`config.mk`:
```
export PLATFORM = sky130hd
export DESIGN_NAME = disp_arbiter
export DESIGN_NICKNAME = d
export VERILOG_FILES = /design/src/rtl/disp_arb_pkg.sv /design/src/rtl/rr_next_sel.sv /design/src/rtl/disp_arbiter.sv
export SDC_FILE = /design/constraint.sdc
export NUM_CORES = 1
export LEC_CHECK = 0
export CORE_MARGIN = 2
export CORE_UTILIZATION = 45
export CTS_CLUSTER_SIZE = 28
export DETAILED_ROUTE_END_ITERATION = 7
export PLACE_DENSITY = 0.7
export SLEW_MARGIN = 0
export SYNTH_ARGS = -nofsm -noshare
export SYNTH_HDL_FRONTEND = slang
export SYNTH_HIERARCHICAL = 1
export SYNTH_SLANG_ARGS = --single-unit
```
`constraint.sdc`:
```
create_clock -name clk -period 4.71 [get_ports clk]
set_input_delay 0.471 -clock clk [delete_from_list [all_inputs] [get_ports clk]]
set_output_delay 0.471 -clock clk [all_outputs]
set_load 0.1 [all_outputs]
```
`src/rtl/disp_arb_pkg.sv`:
```
// Shared constants and types for the display page arbiter.
package disp_arb_pkg;
   localparam int NSRC         = 4;
   localparam int DWELL_MS_DEF = 2000;
   localparam int FRESH_MS_DEF = 250;
   localparam int CNT_W        = 16;

   typedef logic [1:0] page_t;
endpackage

```
`src/rtl/rr_next_sel.sv`:
```
// Round-robin search: first valid index in the order cur+1, cur+2, cur+3, cur.
module rr_next_sel
   import disp_arb_pkg::*;
(
   input  logic [NSRC-1:0] valid,
   input  page_t           cur,
   output page_t           nxt,
   output logic            found
);

   page_t w_idx;

   // Walk from the farthest candidate to the nearest so the nearest valid one wins.
   always_comb begin
      nxt   = cur;
      found = 1'b0;
      w_idx = cur;
      for (int k = NSRC; k >= 1; k--) begin
         w_idx = cur + page_t'(k);
         if (valid[w_idx]) begin
            nxt   = w_idx;
            found = 1'b1;
         end
      end
   end

endmodule

```
`src/rtl/disp_arbiter.sv`:
```
// Four-source display page arbiter with freshness indication.
// Define DISP_ARB_AUTOSCROLL_EN to compile in the dwell-timed automatic page advance.
module disp_arbiter
   import disp_arb_pkg::*;
#(
   parameter int DWELL_MS = DWELL_MS_DEF,
   parameter int FRESH_MS = FRESH_MS_DEF
)(
   input  logic              clk,
   input  logic              rst_n,
   input  logic              ce1ms,
   input  logic [NSRC-1:0]   upd,
   input  logic [16*NSRC-1:0] src_dat,
   input  logic              next,
   input  logic              freeze,
   output logic [15:0]       dat,
   output logic              set_P,
   output logic [1:0]        page,
   output logic              any_valid
);

   logic [15:0]      r_shadow [NSRC];
   logic [NSRC-1:0]  r_valid;
   page_t            r_page;
   logic [CNT_W-1:0] r_fresh;
   logic [15:0]      r_dat;

   logic             w_any;
   logic             w_first_load;
   logic [NSRC-1:0]  w_sel_valid;
   page_t            w_rr_nxt;
   logic             w_rr_found;
   logic             w_expire;
   logic             w_advance;
   page_t            w_page_nxt;
   logic [NSRC-1:0]  w_valid_nxt;
   logic [15:0]      w_word_nxt;

   assign w_any        = |r_valid;
   assign w_first_load = !w_any && (|upd);
   assign w_valid_nxt  = r_valid | upd;
   // Before anything is loaded, the first arriving source(s) pick the page.
   assign w_sel_valid  = w_any ? r_valid : upd;

   rr_next_sel u_rr (
      .valid (w_sel_valid),
      .cur   (r_page),
      .nxt   (w_rr_nxt),
      .found (w_rr_found)
   );

`ifdef DISP_ARB_AUTOSCROLL_EN
   localparam logic [CNT_W-1:0] DWELL_LAST = CNT_W'(DWELL_MS - 1);

   logic [CNT_W-1:0] r_dwell;

   assign w_expire = ce1ms && !freeze && (r_dwell == DWELL_LAST);

   always_ff @(posedge clk or negedge rst_n) begin
      if (!rst_n) begin
         r_dwell <= '0;
      end else if (next || w_first_load) begin
         r_dwell <= '0;
      end else if (ce1ms && !freeze) begin
         r_dwell <= w_expire ? '0 : r_dwell + 1'b1;
      end
   end
`else
   logic w_unused_cfg;
   assign w_unused_cfg = ^{freeze, CNT_W'(DWELL_MS)};
   assign w_expire     = 1'b0;
`endif

   // Manual and timed advance in the same clk collapse into a single step.
   assign w_advance  = next || w_expire;
   assign w_page_nxt = ((w_first_load || w_advance) && w_rr_found) ? w_rr_nxt : r_page;
   assign w_word_nxt = upd[w_page_nxt] ? src_dat[{w_page_nxt, 4'b0000} +: 16]
                                       : r_shadow[w_page_nxt];

   always_ff @(posedge clk or negedge rst_n) begin
      if (!rst_n) begin
         for (int i = 0; i < NSRC; i++) r_shadow[i] <= '0;
         r_valid <= '0;
         r_page  <= '0;
         r_dat   <= '0;
      end else begin
         for (int i = 0; i < NSRC; i++) begin
            if (upd[i]) r_shadow[i] <= src_dat[16*i +: 16];
         end
         r_valid <= w_valid_nxt;
         r_page  <= w_page_nxt;
         r_dat   <= (|w_valid_nxt) ? w_word_nxt : 16'h0000;
      end
   end

   // A load to the page being shown wins over a page change; otherwise a change clears.
   always_ff @(posedge clk or negedge rst_n) begin
      if (!rst_n) begin
         r_fresh <= '0;
      end else if (upd[w_page_nxt]) begin
         r_fresh <= CNT_W'(FRESH_MS);
      end else if (w_page_nxt != r_page) begin
         r_fresh <= '0;
      end else if (ce1ms && (r_fresh != '0)) begin
         r_fresh <= r_fresh - 1'b1;
      end
   end

   assign dat       = r_dat;
   assign page      = r_page;
   assign set_P     = (r_fresh != '0);
   assign any_valid = w_any;

endmodule

```
==> summary.md, run 1 <==
| Metric | Value |
|---|---|
| Outcome | finished, final reports clean |
| Iteration-0 DRC Markers | between 300 and 400 |
| Total of hold buffers inserted after clock tree synthesis | 0 |
| CTS max path bufs | 2 |
| Area of the die | roughly 13,000 um^2 |
| Max VDD drop | ~0.40 mV |
| Dominant synthesized flop cell | dfrtp_1 |
| Post-route cell area | between 6000 and 7000 um^2 |
| Max-Slew Margin vs Limit | 0.351 |
| Yosys cell types | 47 |
| Tightest Pin Transition | about 0.97 ns |
| Highest clock rate | around 270 MHz |
| Max-slew violation count | 0 |
| Sequential cell area | about 2600 um^2 |
| Top cell family by delay on the critical path | simple AND/OR/NAND/NOR gates |
| Number of failing hold endpoints at the final stage | 0 |
| TritonCTS clock tree | built |
| GRT overflow | 0 |
| Count of unresolved DRC violations after routing | 0 |
| Wire length of the first global-routing pass | 21.7 mm |
| Startpoint kind of the worst setup timing path | register |
| Standard cell area after detailed placement | 6290 um^2 |
| Layout fillers | around 940 |
| Netlist Area Pre-Place | around 5300 um^2 |
| Wire length reported by the detailed router | roughly 13 mm |
| Via count of the first global-routing pass | ~4,300 |
| Kind of end point of the critical path | register |
| Via count | about 4,200 |
| Layout cell share with drive strength beyond 1 | 0.214 |
| Die Ht | about 110 um |
| Final number of setup-violating endpoints | 0 |
| Area growth from synthesis to final layout | 24.4% |
| Reported leakage power | between 2 and 3 nW |
| Pwr Density | roughly 510 nW/um^2 |
| Path type of the worst min-delay path | input pin to async pin |
| Routed length on met2 | 6.32 mm |
| Number of antenna violations at the first check in global routing | 0 |
| Number of input and output port buffers inserted | 91 |
| Worst R2R Path Depth | 12 |
| Worst path buffer plus inverter count | 1 |
| CTS-repair resized insts | 0 |
| Max-cap violations | 0 |
| Total clock buffers created by CTS | 9 |
| GR Util All Layers | 0.213 |
| Initial Utilization | 0.464 |
| CTS clk-pin slew, worst paths | 0.07 ns |
| CP Cell Sequence | nor4_4 -> a21o_1 -> a31oi_1 -> a21oi_1 -> nand2_1 -> or3_1 -> and3_4 -> inv_2 -> nand2_2 -> a31oi_4 -> or2_1 -> nor2_1 |
| Clock sink count | 102 |
| Gpl congestion | 0.803 |
| Fin cells | between 700 and 800 |
| H-tree levels | 3 |
| Count of flip-flops with a built-in enable after synthesis | 0 |
| RSZ-0062 raised after global routing | false |
| Most frequent standard cell in the layout excluding fill and tap cells | dfrtp_1 |
| Worst Clk Skew | ~0.007 ns |
| Wire length on met1 | roughly 5.9 mm |
| Fin nets | roughly 650 |
| Critical Path Slowest Stage Cell | a31oi_4 |
| Clock insertion delay at the later pin of the skew report | around 0.34 ns |
| Root buffer cell | clkbuf_16 |
| Count of standard-cell rows | 39 |
| Crit-path max cell delay | 0.71 ns |
| # IOs | 93 |
| Average cell area after synthesis | approximately 11 um^2 |
| Number of nets still failing antenna checks after routing | 0 |
| Number of register bits inferred by synthesis | 102 |
| Wire length on met3 | 747 um |
| Horiz. Die Dim | 113 um |
| Most used cells in the layout excluding fill and tap cells | dfrtp_1, clkdlybuf4s50_1, nand2_1 |
| Critical path arrival | 3.93 ns |
| Routed vias/inst | slightly below 6 |
| Largest net degree at the start of global routing | 66 |
| CP Data Required Time | 4.93 ns |
| Minimum clock period after layout | between 3 and 4 ns |
| 1st-pass router iterations | 4 |
| Sequential cell area fraction in the yosys report | 0.480 |
| Core ar. | 11,500 um^2 |
| Placed Cells | a little over 700 |
| Antenna diodes | 0 |
| Max Fanout on Critical Path | 17 |
| Yosys synthesis warning count | 6 |
| Kind of critical path | register to register |
| Multi-input gate area | around 2600 um^2 |
| Async S/R FF share, synth | 1.00 |
| Total nets after synthesis | 572 |
| Post-Route Setup TNS | 0 ns |
| Highest routed metal layer | met4 |
| Post-Synthesis Cells | around 500 |
| Critical path depth in cells | 12 |
| HPWL after detailed placement | about 8 mm |
| Final cycle utilization of the critical path | 0.788 |
| Avg WL per Cell | ~18 um |
| Number of setup buffers added after CTS | 0 |
==> layer usage <==
layer,GRT usage,vias up
met3,0.0450,13
met4,0.0699,0
met5,0,-
met2,0.342,117
li1,-,1939
met1,0.292,2093
==> final cells by class <==
type / count / share of cell area
inverter: 8 / 0.00473
timing repair buffer: 99 / 0.146
clock inverter: 4 / 0.0117
sequential: 102 / 0.386
multi-input combinational: 352 / 0.386
tap: 143 / 0.0270
clock buffer: 11 / 0.0382
==> kinds of logic after synthesis <==
logic type	after synthesis	synth area share
AO/OA/AOI/OAI	142	0.202
AND/OR/NAND/NOR	127	0.111
flip-flops	102	0.480
multiplexers	65	0.137
buffers and inverters	44	0.0397
XOR/XNOR	17	0.0280
adder cells (fa/ha/maj)	1	0.00235
==> synth_stat cells (all sizes together), types with 4 or more instances <==
cell | instances | area [um^2]
inv | 7 | 26.3
or2 | 5 | 31.3
nand2 | 73 | 277
or3 | 4 | 25.0
nor2 | 20 | 80.1
a21o | 4 | 30.0
nor2b | 4 | 25.0
buf | 18 | 113
dfrtp | 102 | 2550
o21a | 16 | 120
nor4 | 7 | 58.8
xor2 | 6 | 52.6
o21ai | 11 | 55.1
mux2 | 64 | 721
xnor2 | 11 | 96.3
a21oi | 68 | 340
a221oi | 33 | 432
clkbuf | 18 | 67.6
==> flip-flops by register name, summed over array words and instances (netlist names) <==
name      count
dat          16
page          2
r_fresh      16
r_shadow     64
r_valid       4
==> path summary, 6_finish.rpt <==
path	to	from	slack, ns
hold / removal	r_shadow[31]	rst_n	0.21
min in group clk	r_shadow[56]	r_shadow[56]	0.51
max in group asynchronous	r_shadow[32]	rst_n	3.46
hold reg to reg	r_shadow[56]	r_shadow[56]	0.51
setup reg to reg	r_fresh[11]	r_valid[0]	1.0
setup / recovery	r_fresh[11]	r_valid[0]	1.0
==> through the flow <==
stage	power [mW]	utilization	hold slack, ns	setup slack (ns)
floorplan	2.23	-	0.175	1.35
global placement	2.55	0.548	0.490	0.851
detailed placement	2.58	0.548	0.496	0.669
CTS	3.40	0.577	0.251	1.02
global route	3.54	0.577	0.291	0.743
finish	3.38	0.577	0.211	0.996
==> report_power, final <==
| group | switching [mW] | internal [mW] |
|---|---|---|
| combinational | 0.996 | 0.458 |
| clock | 0.327 | 0.495 |
| sequential | 0.0842 | 1.02 |
| total | 1.41 | 1.98 |
Note: power is estimated with default switching activity, not from simulation.
==> inputs of run 2 (changes only) <==
--- a/config.mk
+++ b/config.mk
@@ -9,7 +9,7 @@
 export CORE_UTILIZATION = 45
 export CTS_CLUSTER_SIZE = 28
 export DETAILED_ROUTE_END_ITERATION = 7
-export PLACE_DENSITY = 0.7
+export PLACE_DENSITY = 0.72
 export SLEW_MARGIN = 0
 export SYNTH_ARGS = -nofsm -noshare
 export SYNTH_HDL_FRONTEND = slang
==> constraint.sdc (replaced) <==
create_clock -name clk -period 3.1 [get_ports clk]
set_input_delay 0.31 -clock clk [delete_from_list [all_inputs] [get_ports clk]]
set_output_delay 0.31 -clock clk [all_outputs]
set_load 0.1 [all_outputs]
==> summary.md, run 2 (synthesis results as in run 1) <==
| Metric | Value |
|---|---|
| # IOs | 93 |
| Worst R2R Path Depth | 13 |
| Register with the most flip-flops | r_shadow |
| Kind of critical path | register to register |
| Avg WL per Cell | approximately 19 um |
| Via count | roughly 4,300 |
| Layout Utilization | 0.595 |
| Number of input and output port buffers inserted | between 90 and 100 |
| Routing usage on met3 | 0.0568 |
| Initial Utilization | 0.464 |
| Worst Clk Skew | slightly above 0.01 ns |
| CTS max path bufs | 2 |
| Kind of end point of the critical path | register |
| CP Data Required Time | around 3.4 ns |
| Post-Place Worst Slack | -0.0397 ns |
| Reported leakage power | between 2 and 3 nW |
| Iteration-0 DRC Markers | 283 |
| Post-route setup slack | around 0.083 ns |
| Pwr Density | 757 nW/um^2 |
| GR Util All Layers | 0.214 |
| Total clock buffers created by CTS | 9 |
| Flip-flop count of the largest register after layout | 64 |
| Max-slew violation count | 0 |
| GRT overflow | 0 |
| Horiz. Die Dim | about 110 um |
| Number of nets still failing antenna checks after routing | 0 |
| Post-route cell area | 6820 um^2 |
| Number of antenna violations at the first check in global routing | 0 |
| Max-Slew Margin vs Limit | 0.343 |
| Clock sink count | 102 |
| Clock insertion delay at the later pin of the skew report | around 0.36 ns |
| Minimum clock period after layout | ~3.0 ns |
| Die Ht | approximately 110 um |
| Routed vias/inst | just under 6 |
| Count of unresolved DRC violations after routing | 0 |
| Final cycle utilization of the critical path | 0.973 |
| CTS clk-pin slew, worst paths | roughly 0.08 ns |
| Final number of setup-violating endpoints | 0 |
| Area of the die | 12,700 um^2 |
| Root buffer cell | clkbuf_16 |
| Most used cells in the layout excluding fill and tap cells | dfrtp_1, clkdlybuf4s50_1, nand2_1 |
| Standard cell area after detailed placement | about 6400 um^2 |
| Layout cell share with drive strength beyond 1 | 0.267 |
| H-tree levels | 3 |
| Via count of the first global-routing pass | around 4,300 |
| TritonCTS clock tree | built |
| Max Fanout on Critical Path | 5 |
| Tightest Pin Transition | around 0.98 ns |
| Max-cap violations | 0 |
| Wire length reported by the detailed router | approximately 14 mm |
| Gpl congestion | ~0.84 |
| Startpoint kind of the worst setup timing path | register |
| Max VDD drop | 0.624 mV |
| Antenna diodes | 0 |
| Met1 global-route usage | 0.270 |
| Wire length of the first global-routing pass | roughly 22 mm |
| Highest clock rate | around 330 MHz |
| Number of failing hold endpoints at the final stage | 0 |
| Fin nets | between 600 and 700 |
| HPWL after detailed placement | about 9.3 mm |
| Path type of the worst min-delay path | input pin to async pin |
| Outcome | finished, final reports clean |
| Post-Route Setup TNS | 0 ns |
| Area growth from synthesis to final layout | 28.2% |
| Critical path arrival | around 3.3 ns |
| Core ar. | ~11,000 um^2 |
| 1st-pass router iterations | 5 |
| Count of standard-cell rows | 39 |
| PnR Total Power | 5.17 mW |
| Total of hold buffers inserted after clock tree synthesis | 0 |
| Global route hottest layer | met2 |
| Largest net degree at the start of global routing | 57 |
| Met2 layer usage reported by global route | 0.366 |
| Most frequent standard cell in the layout excluding fill and tap cells | dfrtp_1 |
[run 2: layer usage]
layer	wire length (um)	up-vias
met5	0	-
met4	179	0
met3	723	17
met2	6940	136
li1	-	1984
met1	5930	2171
[run 2: worst paths after layout]
kind | startpoint | to | slack, ns
max | r_valid[0] | dat[0] | 0.08
min | rst_n | dat[2] | 0.004
max reg2reg | r_valid[0] | dat[0] | 0.08
min reg2reg | r_shadow[11] | r_shadow[11] | 0.51
max in group asynchronous | rst_n | r_shadow[22] | 2.28
min in group clk | r_shadow[11] | r_shadow[11] | 0.51
[run 2: per-stage QoR]
| stage | instances | hold slack [ns] |
|---|---|---|
| floorplan | 498 | 0.0144 |
| detailed placement | 724 | 0.419 |
| global placement | 724 | 0.409 |
| global route | 743 | 0.0492 |
| finish | 743 | 0.00435 |
| CTS | 740 | 0.0376 |
[run 2: final cells by class]
class	instances	area, um^2
well taps	143	179
clock inverters	7	66.3
fillers	934	4640
repair buffers	122	1150
clock buffers	9	225
flip-flops and latches	102	2550
multi-input cells	352	2620
inverters	8	31.3
[run 2: where the power goes]
group	internal, mW	switching (mW)
sequential	1.55	0.133
clock	0.562	0.551
combinational	0.803	1.56
total	2.92	2.25
[run 2: worst max-delay path, stage by stage, from the launching register on]
cell and delay (ns):
dfrtp_1 0.42, nor4_4 0.30, buf_4 0.18, a21o_1 0.17, nor3_1 0.06, a21oi_1 0.20
nand2_1 0.10, or3_1 0.32, and3_4 0.21, a221oi_4 0.34, a31oi_4 0.09, buf_4 0.19
a221oi_1 0.23, o21a_1 0.16
[run 2: timing repair]
action / CTS / global route
setup buffers: 0 / 3
gates resized for setup: 0 / 16
setup endpoints to repair: 0 / 32
==> inputs of run 3 (changes only) <==
--- a/config.mk
+++ b/config.mk
@@ -5,6 +5,7 @@
 export SDC_FILE = /design/constraint.sdc
 export NUM_CORES = 1
 export LEC_CHECK = 0
+export CAP_MARGIN = 10
 export CORE_MARGIN = 2
 export CORE_UTILIZATION = 45
 export CTS_CLUSTER_SIZE = 28
==> constraint.sdc (replaced) <==
create_clock -name clk -period 3.1 [get_ports clk]
set_input_delay 0.31 -clock clk [delete_from_list [all_inputs] [get_ports clk]]
set_output_delay 0.31 -clock clk [all_outputs]
set_load 0.05 [all_outputs]
==> summary.md, run 3 (synthesis results as in run 1) <==
| Metric | Value |
|---|---|
| Number of failing hold endpoints at the final stage | 0 |
| Number of input and output port buffers inserted | approximately 90 |
| CTS clk-pin slew, worst paths | 0.07 ns |
| Number of antenna violations at the first check in global routing | 0 |
| Minimum clock period after layout | around 3.0 ns |
| Highest clock rate | around 330 MHz |
| Startpoint kind of the worst setup timing path | register |
| Core ar. | 11,500 um^2 |
| Via count of the first global-routing pass | approximately 4,400 |
| Fin nets | ~670 |
| Max-Slew Margin vs Limit | 0.486 |
| Total of hold buffers inserted after clock tree synthesis | 0 |
| Critical path arrival | between 3 and 4 ns |
| Layout fillers | roughly 950 |
| Max-cap violations | 0 |
| Crit-path max cell delay | 0.42 ns |
| Switching power summed over all nets | ~1.8 mW |
| H-tree levels | 3 |
| Post-Route Setup TNS | 0 ns |
| Max Fanout on Critical Path | 6 |
| Routed vias/inst | 5.80 |
| Wire length of the first global-routing pass | ~22 mm |
| Switch share | 0.371 |
| WHS | approximately 0.032 ns |
| Clock insertion delay at the later pin of the skew report | ~0.35 ns |
| Timing startpoint of the critical path | r_valid[3] |
| Placed Cells | approximately 720 |
| Top cell family by delay on the critical path | compound AO/OA/AOI/OAI gates |
| Largest net degree at the start of global routing | 62 |
| Area growth from synthesis to final layout | 29.1% |
| TritonCTS clock tree | built |
| Combinational group share of total power | 0.396 |
| Max VDD drop | between 0.5 and 0.6 mV |
| Standard cell area after detailed placement | 6440 um^2 |
| Outcome | finished, final reports clean |
| Critical Path Slowest Stage Cell | dfrtp_1 |
| Root buffer cell | clkbuf_16 |
| Worst path buffer plus inverter count | 2 |
| Post-route cell area | a little under 7000 um^2 |
| Global route hottest layer | met2 |
| Met1 global-route usage | 0.276 |
| Area of the die | ~13,000 um^2 |
| Tightest Pin Transition | about 0.77 ns |
| Die Ht | 113 um |
| Relative contribution of the clock network to total power | 0.258 |
| Via count | between 4,000 and 5,000 |
| Worst Clk Skew | ~0.0095 ns |
| Layout cell share with drive strength beyond 1 | 0.268 |
| GRT overflow | 0 |
| Avg WL per Cell | roughly 18 um |
| Clock sink count | about 100 |
| Antenna diodes | 0 |
| Multi-input gate area | 2630 um^2 |
| Total clock buffers created by CTS | 9 |
| # IOs | 93 |
| Fin cells | about 740 |
| Max-slew violation count | 0 |
| Relative contribution of sequential cells to total power | 0.346 |
| Routing usage on met3 | 0.0584 |
| Kind of end point of the critical path | register |
| Register with the most flip-flops | r_shadow |
| Final number of setup-violating endpoints | 0 |
| Cell-internal power | between 3 and 4 mW |
| Initial Utilization | 0.464 |
| Most frequent standard cell in the layout excluding fill and tap cells | dfrtp_1 |
| Iteration-0 DRC Markers | between 200 and 250 |
| Number of nets still failing antenna checks after routing | 0 |
| CP most frequent cell | buf_4 |
| Wire length reported by the detailed router | 13.7 mm |
| CP Cell Sequence | nor4_4 -> buf_4 -> a21o_1 -> nor3_1 -> a21oi_2 -> nand2_2 -> or3_1 -> and3_4 -> a221oi_4 -> a31oi_4 -> buf_4 -> a221oi_1 -> o21a_1 |
| Most used cells in the layout excluding fill and tap cells | dfrtp_1, clkdlybuf4s50_1, nand2_1 |
| Final cycle utilization of the critical path | 0.978 |
| Pwr Density | 711 nW/um^2 |
| Post-route setup slack | a little under 0.07 ns |
| Flip-flop count of the largest register after layout | between 60 and 70 |
| Reported leakage power | 2.78 nW |
| Count of standard-cell rows | 39 |
| HPWL after detailed placement | between 9 and 10 mm |
| GR Util All Layers | 0.217 |
| CP Data Required Time | about 3.4 ns |
| Horiz. Die Dim | ~110 um |
| Count of unresolved DRC violations after routing | 0 |
| RSZ-0062 raised after global routing | true |
| Launch point of the worst reg-to-reg path | r_valid[3] |
| Gpl congestion | between 0.8 and 0.9 |
| Path type of the worst min-delay path | input pin to async pin |
| Kind of critical path | register to register |
| Post-Place Worst Slack | -0.0413 ns |
| Sequential cell area | 2550 um^2 |
| CTS max path bufs | 2 |
| 1st-pass router iterations | 4 |
| Met2 layer usage reported by global route | 0.365 |
==> run 3: cell type report <==
type,count,area share
well taps,143,0.0260
clock buffers,10,0.0333
clock inverters,6,0.0146
multi-input cells,352,0.382
repair buffers,122,0.168
flip-flops and latches,102,0.372
inverters,8,0.00455
==> run 3: metal layers <==
layer	routed length (um)	vias up
met2	6990	131
met4	185	0
met5	0	-
li1	-	1986
met1	5630	2178
met3	853	15
==> run 3: power groups by stage <==
stage          clock (mW)  sequential [mW]  combinational [mW]
5_1_grt              1.34             1.72                2.08
2_1_floorplan           0             2.06               0.938
3_3_place_gp            0             1.70                1.85
4_1_cts              1.28             1.69                1.89
6_report             1.26             1.69                1.94
3_5_place_dp            0             1.71                1.88
==> run 3: final timing paths <==
check	endpoint	slack, ns	depth (start not counted)
worst max register to register	dat[4]	0.07	13
max in group asynchronous	r_shadow[43]	2.26	2
worst min register to register	r_shadow[35]	0.51	1
min in group clk	r_shadow[35]	0.51	1
worst min-delay path	dat[3]	0.03	1
worst max-delay path	dat[4]	0.07	13
==> run 3: metrics by stage <==
| step | util | total power [mW] |
|---|---|---|
| after floorplan | - | 2.99 |
| after detailed placement | 0.561 | 3.59 |
| after global placement | 0.561 | 3.55 |
| after global routing | 0.599 | 5.14 |
| final | 0.599 | 4.89 |
| after CTS | 0.590 | 4.86 |
==> run 3: repair_timing <==
item / in CTS / in global routing
gates resized for setup: 0 / 18
setup endpoints to repair: 0 / 32
setup buffers: 0 / 3
==> patch, RTL diff (config.mk and constraints of run 3) <==
Register the inputs `upd` and `src_dat` before use. The logic sees them one clock later. The other inputs are not delayed to match.
--- a/src/rtl/disp_arbiter.sv
+++ b/src/rtl/disp_arbiter.sv
@@ -19,6 +19,14 @@
    output logic              any_valid
 );
 
+   logic [NSRC-1:0] upd_q;
+   logic [16*NSRC-1:0] src_dat_q;
+
+   always_ff @(posedge clk) begin
+      upd_q     <= upd;
+      src_dat_q <= src_dat;
+   end
+
    logic [15:0]      r_shadow [NSRC];
    logic [NSRC-1:0]  r_valid;
    page_t            r_page;
@@ -37,10 +45,10 @@
    logic [15:0]      w_word_nxt;
 
    assign w_any        = |r_valid;
-   assign w_first_load = !w_any && (|upd);
-   assign w_valid_nxt  = r_valid | upd;
+   assign w_first_load = !w_any && (|upd_q);
+   assign w_valid_nxt  = r_valid | upd_q;
    // Before anything is loaded, the first arriving source(s) pick the page.
-   assign w_sel_valid  = w_any ? r_valid : upd;
+   assign w_sel_valid  = w_any ? r_valid : upd_q;
 
    rr_next_sel u_rr (
       .valid (w_sel_valid),
@@ -74,7 +82,7 @@
    // Manual and timed advance in the same clk collapse into a single step.
    assign w_advance  = next || w_expire;
    assign w_page_nxt = ((w_first_load || w_advance) && w_rr_found) ? w_rr_nxt : r_page;
-   assign w_word_nxt = upd[w_page_nxt] ? src_dat[{w_page_nxt, 4'b0000} +: 16]
+   assign w_word_nxt = upd_q[w_page_nxt] ? src_dat_q[{w_page_nxt, 4'b0000} +: 16]
                                        : r_shadow[w_page_nxt];
 
    always_ff @(posedge clk or negedge rst_n) begin
@@ -85,7 +93,7 @@
          r_dat   <= '0;
       end else begin
          for (int i = 0; i < NSRC; i++) begin
-            if (upd[i]) r_shadow[i] <= src_dat[16*i +: 16];
+            if (upd_q[i]) r_shadow[i] <= src_dat_q[16*i +: 16];
          end
          r_valid <= w_valid_nxt;
          r_page  <= w_page_nxt;
@@ -97,7 +105,7 @@
    always_ff @(posedge clk or negedge rst_n) begin
       if (!rst_n) begin
          r_fresh <= '0;
-      end else if (upd[w_page_nxt]) begin
+      end else if (upd_q[w_page_nxt]) begin
          r_fresh <= CNT_W'(FRESH_MS);
       end else if (w_page_nxt != r_page) begin
          r_fresh <= '0;
Formal check against the unedited RTL: not equivalent (Yosys sat finds a counterexample within 4 cycles, from zero or initial values and one cycle with rst_n low).
==> patch against run 3 <==
  * Global-route usage down 1.5 points
  * Sequential cell count is 68 higher
  * Area after synthesis rose by 23%
  * Wire length increased by 14%
  * Non-clock buffer count unchanged
  * Worst setup slack worse by 0.034 ns
  * Clock skew shrank 0.0043 ns
  * Cell count is 17% higher
  * Via count increased by 11%
  * Power up 38%
  * Final area is 24% higher
  * Critical path type unchanged
==> patch: results (changes against run 3) <==
[clock_tree]
htree_num_levels=4  ; was 3
cts_buffers=17  ; was 9
clk-insertion-delay-late_ns=0.42  ; was 0.35 ns

[timing]
worst_slew_pin_slew_ns=0.8318  ; was 0.7709 ns
clock.fmax_ghz=0.3263  ; was 0.3299 GHz
skew_ns=0.005225  ; was 0.009546 ns
hold_ws_ns=0.3221  ; was 0.03247 ns

[global_routing]
antenna_found_initial=0  ; unchanged
grtUsageMet1_pct=25.15  ; was 27.60%
met3_usage_pct=4.510  ; was 5.838%
use_met2_pct=33.53  ; was 36.49%
track_usage_pct=20.16  ; was 21.69%
grt_max_degree=66  ; was 62
grt_pass1_wl_um=24760  ; was 21910 um
grt_pass1_vias=5005  ; was 4425

[layout]
nets=744  ; was 669
fillCellCount=1149  ; was 954
drive_gt1_share_pct=23.46  ; was 26.83%

[synth]
synth.area.mux_share_pct=11.12  ; was 13.73%
synthTopCellsByCount=102 x dfrtp_1, 69 x nand2_1, 68 x a21oi_1, 68 x dfxtp_1, 64 x mux2_2  ; was 102 x dfrtp_1, 72 x nand2_1, 68 x a21oi_1
async_flop_share_pct=60.00  ; was 100.0%
yosysWarnings=6  ; unchanged
synthAdderAreaFrac_pct=0.1905  ; was 0.2352%
synthTopCellsByArea=dfrtp_1 39%, dfxtp_1 21%, mux2_2 11%  ; was dfrtp_1 48%, mux2_2 14%, a21oi_1 6.4%
synth_cell_types=46  ; was 47
synthCells=565  ; was 498
syn_nets=639  ; was 572
synthXorXnorAreaFrac_pct=2.133  ; was 2.799%
seq_area_frac_synth_pct=59.58  ; was 47.98%
synth_compound_area_share_pct=14.95  ; was 20.18%

[detailed_routing]
drt-total-wl_um=15590  ; was 13660 um
drt-met1-wl_um=6706  ; was 5628 um
drt_iter0_markers=385  ; was 238
routedWlPerCell_um=18.00  ; was 18.39 um
wl_met2_um=8028  ; was 6994 um
met3_length_um=614  ; was 853 um
via_per_inst=5.505  ; was 5.801
first_pass_iters=5  ; was 4

[worst_setup_path]
r2r_cells=14  ; was 13
cp_max_fo=5  ; was 6
crit_end=dat[1]  ; was dat[4]
critPathArrivalTime_ns=3.43  ; was 3.32 ns
critPathLaunch=r_valid[0]  ; was r_valid[3]
rrSetupSlack_ns=0.04  ; was 0.07 ns

[pwr]
vdd_drop_max_mv=0.4514  ; was 0.5016 mV
leakagePower_nw=3.456  ; was 2.777 nW
p_sw_share_pct=32.73  ; was 37.14%

[hold_path]
hold_class=in -> reg  ; was in -> async
holdPathStages=1

[placement]
gp_congestion=0.8065  ; was 0.8390
dpl_worst_slack_ns=-0.1623  ; was -0.04131 ns
dp_cells=823  ; was 724
hpwlAfterDp_um=9708  ; was 9233 um
post_dp_cell_area_sq_mm=0.007704  ; was 0.006437 sq mm

[outcome]
run_status=completed  ; unchanged

## patch: area by class of cell
| type | count | area, sq um | area share (%) |
|---|---|---|---|
| sequential | 170 | 3914 | 45.93 |
| timing repair buffer | 122 | 1219 | 14.30 |
| multi-input combinational | 351 | 2560 | 30.04 |
| clock buffer | 20 | 446.7 | 5.242 |
| clock inverter | 11 | 122.6 | 1.439 |
| tap | 184 | 230.2 | 2.702 |
| inverter | 8 | 30.03 | 0.3524 |
## patch: repair_timing
action | in CTS | in global routing
buffers inserted | 4 | 7
hold buffers | 1 | 0
gates resized for setup | 5 | 22
setup endpoints to repair | 20 | 26
pin swaps | 3 | 12
endpoints found under the hold margin | 46 | 0
## patch: power groups by stage
stage	combinational [mW]	clock, mW	sequential (mW)
floorplan	0.887	0	3.04
global placement	1.81	0	2.69
detailed placement	1.86	0	2.70
CTS	1.91	2.07	2.66
global route	2.18	2.16	2.70
finish	2.03	2.03	2.66
